**src/rtl/decade_tracker.sv**
```systemverilog
// decade_tracker
// Watches a decade counter's BCD output and extends the count with NDIGITS
// further BCD digits. It also produces a registered 7-segment code for the
// live digit, sticky overflow/illegal-code flags, and a valid/ready snapshot
// of the whole count.
//
// Ports:
//   CLK        clock, all state on posedge
//   MR_n       asynchronous active-low reset
//   Q          counter BCD output, sampled every edge
//   Load       counter parallel-load strobe (same net as the counter's)
//   Clear      synchronous clear of Upper / Overflow / Error
//   Snap       snapshot request
//   SnapReady  consumer accepts snapshot
//   SnapValid  snapshot held
//   SnapData   {Upper, Qd} captured at the request edge
//   Upper      upper BCD digits, digit 0 = tens
//   Carry      one-cycle rollover pulse
//   Overflow   sticky, upper digits wrapped
//   Error      sticky, illegal code (Q>9) sampled
//   Seg        gfedcba, active-high encode of the last sample
module decade_tracker #(
    parameter int NDIGITS = 3
) (
    input  logic                       CLK,
    input  logic                       MR_n,
    input  logic [3:0]                 Q,
    input  logic                       Load,
    input  logic                       Clear,
    input  logic                       Snap,
    input  logic                       SnapReady,
    output logic                       SnapValid,
    output logic [4*(NDIGITS+1)-1:0]   SnapData,
    output logic [4*NDIGITS-1:0]       Upper,
    output logic                       Carry,
    output logic                       Overflow,
    output logic                       Error,
    output logic [6:0]                 Seg
);

    typedef enum logic {S_EMPTY, S_FULL} snap_state_t;

    logic [3:0]              r_qd;
    logic                    r_ld;
    logic [4*NDIGITS-1:0]    r_upper;
    logic                    r_carry;
    logic                    r_ovf;
    logic                    r_err;
    logic [6:0]              r_seg;
    logic [4*(NDIGITS+1)-1:0] r_snap_data;
    snap_state_t             r_state;
    snap_state_t             w_next_state;
    logic                    w_capture;
    logic                    w_roll;
    logic [4*NDIGITS-1:0]    w_upper_inc;
    logic [NDIGITS:0]        w_cin;
    logic [6:0]              w_seg;

    // A 9->0 step right after a sampled Load is the load itself, not a count.
    // An illegal previous code can never equal 9, so illegal transitions
    // are excluded without extra logic.
    assign w_roll = (r_qd == 4'd9) && (Q == 4'd0) && !r_ld && !Clear;

    // Single-cycle BCD ripple: each digit passes the carry on only when it
    // is 9. w_cin[NDIGITS] high means every digit was 9 (wrap).
    assign w_cin[0] = 1'b1;
    for (genvar g = 0; g < NDIGITS; g++) begin : g_dig
        logic [3:0] w_dig;
        logic       w_is9;
        assign w_dig = r_upper[4*g +: 4];
        assign w_is9 = (w_dig == 4'd9);
        assign w_upper_inc[4*g +: 4] = !w_cin[g] ? w_dig :
                                       (w_is9 ? 4'd0 : w_dig + 4'd1);
        assign w_cin[g+1] = w_cin[g] & w_is9;
    end

    always_comb begin
        w_seg = 7'b1111001;  // "E" for 10..15
        case (Q)
            4'd0: w_seg = 7'b0111111;
            4'd1: w_seg = 7'b0000110;
            4'd2: w_seg = 7'b1011011;
            4'd3: w_seg = 7'b1001111;
            4'd4: w_seg = 7'b1100110;
            4'd5: w_seg = 7'b1101101;
            4'd6: w_seg = 7'b1111101;
            4'd7: w_seg = 7'b0000111;
            4'd8: w_seg = 7'b1111111;
            4'd9: w_seg = 7'b1101111;
            default: w_seg = 7'b1111001;
        endcase
    end

    always_ff @(posedge CLK or negedge MR_n) begin
        if (!MR_n) begin
            r_qd    <= '0;
            r_ld    <= 1'b0;
            r_upper <= '0;
            r_carry <= 1'b0;
            r_ovf   <= 1'b0;
            r_err   <= 1'b0;
            r_seg   <= '0;
        end else begin
            r_qd    <= Q;
            r_ld    <= Load;
            r_carry <= w_roll;
            r_seg   <= w_seg;
            if (Clear) begin
                // Clear wins over rollover and over an illegal sample.
                r_upper <= '0;
                r_ovf   <= 1'b0;
                r_err   <= 1'b0;
            end else begin
                if (w_roll) begin
                    r_upper <= w_upper_inc;
                    if (w_cin[NDIGITS]) r_ovf <= 1'b1;
                end
                if (Q > 4'd9) r_err <= 1'b1;
            end
        end
    end

    // Snapshot handshake
    always_ff @(posedge CLK or negedge MR_n) begin
        if (!MR_n) begin
            r_state     <= S_EMPTY;
            r_snap_data <= '0;
        end else begin
            r_state <= w_next_state;
            if (w_capture) r_snap_data <= {r_upper, r_qd};
        end
    end

    always_comb begin
        w_next_state = r_state;
        w_capture    = 1'b0;
        case (r_state)
            S_EMPTY: begin
                if (Snap) begin
                    w_capture    = 1'b1;
                    w_next_state = S_FULL;
                end
            end
            S_FULL: begin
                // Data held stable until the consumer takes it.
                if (SnapReady) begin
                    if (Snap) w_capture    = 1'b1;
                    else      w_next_state = S_EMPTY;
                end
            end
            default: w_next_state = S_EMPTY;
        endcase
    end

    assign SnapValid = (r_state == S_FULL);
    assign SnapData  = r_snap_data;
    assign Upper     = r_upper;
    assign Carry     = r_carry;
    assign Overflow  = r_ovf;
    assign Error     = r_err;
    assign Seg       = r_seg;

endmodule

```
**config.mk**
```make
export PLATFORM = sky130hd
export DESIGN_NAME = decade_tracker
export DESIGN_NICKNAME = d
export VERILOG_FILES = /design/src/rtl/decade_tracker.sv
export SDC_FILE = /design/constraint.sdc
export NUM_CORES = 1
export LEC_CHECK = 0
export CORE_ASPECT_RATIO = 0.8
export CORE_MARGIN = 2
export CORE_UTILIZATION = 44
export DETAILED_ROUTE_END_ITERATION = 16
export HOLD_SLACK_MARGIN = 0.08
export PLACE_DENSITY = 0.75
export SYNTH_ARGS = -nofsm -noshare
export SYNTH_HDL_FRONTEND = slang
export SYNTH_SLANG_ARGS = --single-unit
export TNS_END_PERCENT = 20
```
**constraint.sdc**
```tcl
create_clock -name CLK -period 1.8 [get_ports CLK]
set_clock_uncertainty 0.2 [all_clocks]
set_input_delay 0.36 -clock CLK [delete_from_list [all_inputs] [get_ports CLK]]
set_output_delay 0.36 -clock CLK [all_outputs]
set_load 0.03 [all_outputs]
```
Yosys cells after proc, flatten, opt, wreduce, memory -nomap -nowiden --
Memory sizes are Yosys's and may differ from the RTL's. A register that Yosys moved wholly into a read port is not among the register bits. Index checks and enable logic that the tools add are counted.
Word-level totals: logic and storage cells 54, output and inout bits 39, bits in registers 37, ROM bits 112, memories 1
Operators by class: bitwise logic cells 3, reductions and logical operators 15, magnitude comparators 1, mux-type cells 17, $add $sub $neg 3, equality and inequality tests 4
Memories:
- (name not given) | words 16, width 7, rd ports 1, clocked after memory_dff 1, wr ports 0, line 79 | case (Q)
Operators by type and width (number):
- two-way mux 12 bit | 2
- two-way mux 4 bit | 5
- equality test 4 bit, second input constant | 4
- adder 4 x 1 -> 4 bit, second input constant | 3
- nonzero test 2 bit | 5
- two-way mux 1 bit | 8
- AND reduction 2 bit | 3
- greater-than comparator 4 bit, second input constant | 1
- logical NOT 4 bit | 1
- case mux 1 bit (2 select lines) | 2
- logical AND 1 bit | 3
- logical NOT 1 bit | 3
- bitwise AND 1 bit | 2
- NOT 1 bit | 1

Longest topological paths before layout --
depth after elaboration 6, mapped depth 7, gate-level depth less buffers 6

Least setup slack after synthesis --
No wires, ideal clock.
path kind reg-to-reg, from register r_upper[0] (netlist: Upper[0]), to register r_upper[7] (netlist: Upper[7]), clock period less this slack 2.126 ns, cell stages (with the launch flop) 7, slack -0.326 ns, buffers on the path 1, setup time 0.082 ns, arrival time 1.844 ns, cells stage by stage dfrtp_1 ha_1 and3b_1 buf_4 nand3_1 or4b_1 a31oi_1
On the way: cells in the longest elaborated chain, start to end 3
RTL lines:
- start: declaration | line 45 | logic [4*NDIGITS-1:0] r_upper;
- start signal: assignment | line 115 | r_upper <= w_upper_inc;
- equality test 4 bit | line 71 | assign w_is9 = (w_dig == 4'd9);
- nonzero test 2 bit (no line)
- AND reduction 2 bit (no line)
No other way between the ends. A chain may end at the register's enable or synchronous reset.

Final worst setup path --
from register r_upper[1] (netlist: Upper[1]), to register r_upper[7] (netlist: Upper[7])
The elaborated chain is that of the path after synthesis.

==> qor.json <==
{
  "outcome": {
    "run_status": "finished with violations",
    "violated_checks": "setup timing"
  },
  "cts": {
    "cts_made_buffers": 5,
    "tritoncts": "yes",
    "cts_root_buf": "sky130_fd_sc_hd__clkbuf_8",
    "clk_pin_slew_ns": 0.09,
    "worst_skew_pair.late_latency_ns": 0.31,
    "max-clock-path-buffers": 2,
    "clock-sinks": 44,
    "cts_htree_levels": 2
  },
  "sta": {
    "finalWorstSetupSlack_ns": -0.161,
    "transition_at_the_pin_with_the_smallest_max_transition_slack_ns": 0.433,
    "relSlewSlack_pct": 71.1,
    "setup_total_negative_slack_ns": -0.431,
    "min_period_ns": 1.96,
    "unrepaired_setup_endpoints_after_global_routing": "true",
    "fin_crit_sh_pct": 109,
    "maxClockFrequency_mhz": 510,
    "timing_max_transition_violations_final": 0,
    "hold_viol": 0,
    "finalSetupViolations": 5,
    "final.hold.worst_slack_ns": 0.229
  },
  "power_and_ir_drop": {
    "vdd_drop_max_uv": 546,
    "leakage_power_figure_nw": 1.46,
    "p_total_w": 0.00210,
    "pwr_density_cell_nw_per_um2": 722
  },
  "route": {
    "first_iter_violations": 57,
    "drc_errors": 0,
    "post_drt_via_cell_ratio": 4.97,
    "drtAntennaViolNets": 0,
    "drt_wl_total_um": 4540,
    "drt_first_pass_iters": 4,
    "vias": 1576,
    "detail_route.wl_per_cell_um": 14.3
  },
  "worst_setup_path": {
    "timing.reg2reg.worst_path_depth": 6,
    "critical_path.startpoint_type": "flop",
    "critPathRequiredTime_ns": 1.83,
    "critPathSlowestCell": "sky130_fd_sc_hd__or4b_1",
    "worst-path-stages": 6,
    "worst-path-max-fanout": 4,
    "critPathCaptureType": "flop",
    "delay_contributed_by_the_slowest_stage_of_the_critical_path_ns": 0.54,
    "cp_num_buf_inv": 1,
    "crit_arrival_ns": 1.99,
    "critPathKind": "flop to flop",
    "critical_path.cell_chain": "inv_2 > ha_4 > and3b_2 > nand3_2 > or4b_1 > a31oi_1",
    "critPathTopFamily": "simple AND/OR/NAND/NOR gates"
  },
  "die": {
    "die_h_um": 63.9,
    "floorplan_die_area_um2": 5030,
    "floorplan.initialDensity_pct": 46.3,
    "placementRows": 21,
    "pin_count": 49,
    "die-width_um": 78.8,
    "core_region_area_um2": 4260
  },
  "synthesis": {
    "synth_ff_type": "sky130_fd_sc_hd__dfrtp_1",
    "synth_edf_count": 0,
    "synth-async-reset-ratio_pct": 100,
    "ys.warnings.count": 0,
    "sequential_fraction_of_the_synthesis_area_pct": 55.9,
    "synthesis.instances": 171,
    "most_instantiated_library_cell_after_synthesis": "sky130_fd_sc_hd__dfrtp_1",
    "top_cell_type_s_share_of_synthesized_area_pct": 55.9,
    "post_synth_instance_area_um2": 1970,
    "yosysTopAreaCell": "sky130_fd_sc_hd__dfrtp_1",
    "synth.cells.most_frequent": "sky130_fd_sc_hd__dfrtp_1, sky130_fd_sc_hd__nand2_1, sky130_fd_sc_hd__ha_1, sky130_fd_sc_hd__mux2_2, sky130_fd_sc_hd__nor2_1",
    "synthesis.area_per_instance_um2": 11.5,
    "synth.top_cells.by_area": "sky130_fd_sc_hd__dfrtp_1, sky130_fd_sc_hd__ha_1, sky130_fd_sc_hd__mux2_2, sky130_fd_sc_hd__nand2_1, sky130_fd_sc_hd__a21oi_1",
    "postSynthNetCount": 194,
    "synth.ff_latch_count": 44,
    "synth.lib_cells_used.distinct": 27
  },
  "global_routing": {
    "globalRouteTotalUtil_pct": 19.3,
    "grt_first_pass_wirelength_um": 7280,
    "grt_start_max_net_pins": 21,
    "grt-ovfl-total": 0,
    "first_global_vias": 1478,
    "grt_antenna_before_repair": 0
  },
  "placed_design": {
    "placer_congestion_estimate": 0.754,
    "io_buffer_count": 48,
    "post_dp_cell_area_um2": 2740,
    "hpwlAfterDp_um": 3030
  },
  "final_layout": {
    "diodes": 0,
    "final_area_um2": 2910,
    "area_growth_pct": 47.6,
    "share_of_layout_cells_above_drive_strength_1_pct": 32.7,
    "layout.filler_cells": 330,
    "postLayoutCoreUtil_pct": 68.3,
    "finalNetCount": 282
  },
  "worst_hold_path": {
    "worstHoldPathType": "input pin to flop",
    "holdPathStages": 2
  },
  "run": {
    "max_cap_viol_count": 0
  }
}
stage by stage:
| step | setup WS [ns] | std cells |
|---|---|---|
| 3_5_place_dp | -0.664 | 301 |
| 3_3_place_gp | -0.599 | 301 |
| 5_1_grt | -0.235 | 317 |
| 2_1_floorplan | -0.217 | 171 |
| 4_1_cts | -0.105 | 312 |
| 6_report | -0.161 | 317 |
report_power, final:
| part | switching (W) | internal [W] | total [W] |
|---|---|---|---|
| Sequential | 0.0000162 | 0.00103 | 0.00104 |
| Clock | 0.000365 | 0.000418 | 0.000783 |
| Combinational | 0.000166 | 0.000109 | 0.000275 |
| Total | 0.000547 | 0.00155 | 0.00210 |
layer usage:
| metal | part of all wire (%) | global-route usage [%] | routed length [µm] | vias up |
|---|---|---|---|---|
| li1 | - | - | - | 767 |
| met1 | 46 | 26.0 | 2100 | 764 |
| met2 | 48 | 29.8 | 2160 | 39 |
| met3 | 4.6 | 5.65 | 208 | 6 |
| met4 | 1.6 | 7.11 | 72 | 0 |
| met5 | 0 | 0 | 0 | - |
final cells by class:
type | count | area (µm²) | share of cell area [%]
clock buffers | 5 | 68.8 | 2.37
well taps | 57 | 71.3 | 2.45
flip-flops and latches | 44 | 1110 | 38.0
clock inverters | 3 | 46.3 | 1.59
multi-input cells | 114 | 875 | 30.1
inverters | 9 | 33.8 | 1.16
repair buffers | 85 | 708 | 24.3
kinds of logic (layout without fill, tap and decap cells):
group / count (synthesis) / after routing / share of synthesized area [%]
buffers and inverters: 13 / 102 / 2.67
AOI/OAI and AO/OA: 26 / 26 / 7.11
DFF: 44 / 44 / 55.9
and+or+nand+nor: 57 / 57 / 16.1
muxes: 18 / 18 / 9.97
adders and majority gates: 13 / 13 / 8.25
timing repair:
action,in CTS,in global routing
endpoints found under the hold margin,18,0
setup endpoints to repair,53,17
setup buffers,2,5
hold buffers,1,0
pin swaps,11,5
resized for setup,50,20
cells in the final DEF (no fill, tap or decap), types with 5 or more instances in the layout:
cell type                       netlist  final
sky130_fd_sc_hd__buf_4                1     34
sky130_fd_sc_hd__ha_1                13     10
sky130_fd_sc_hd__mux2i_1              5      5
sky130_fd_sc_hd__nor2_1              12     12
sky130_fd_sc_hd__dfrtp_1             44     40
sky130_fd_sc_hd__dlygate4sd2_1        0     35
sky130_fd_sc_hd__clkbuf_8             0      5
sky130_fd_sc_hd__a21oi_2              0      5
sky130_fd_sc_hd__mux2_2              13     13
sky130_fd_sc_hd__a21oi_1             11      6
sky130_fd_sc_hd__nand2_1             17     17
sky130_fd_sc_hd__o21ai_0             10      9
sky130_fd_sc_hd__nand2b_1             5      5
sky130_fd_sc_hd__inv_1                9      6
flip-flops by register name (all words and copies together), names as in the netlist, 4 cells and up:
| register | count |
|---|---|
| SnapData | 16 |
| Upper | 12 |
| Seg | 7 |
| r_qd | 4 |
final timing paths:
check	from	end	slack, ns
worst max-delay path	Upper[1]	Upper[7]	-0.16
worst min-delay path	Q[0]	r_qd[0]	0.23
worst max register to register	Upper[1]	Upper[7]	-0.16
worst min register to register	SnapData[5]	SnapData[5]	0.28
max in group asynchronous	MR_n	Upper[4]	0.54
min in group asynchronous	MR_n	Carry	0.32
Power figures use the tool's default switching activity.
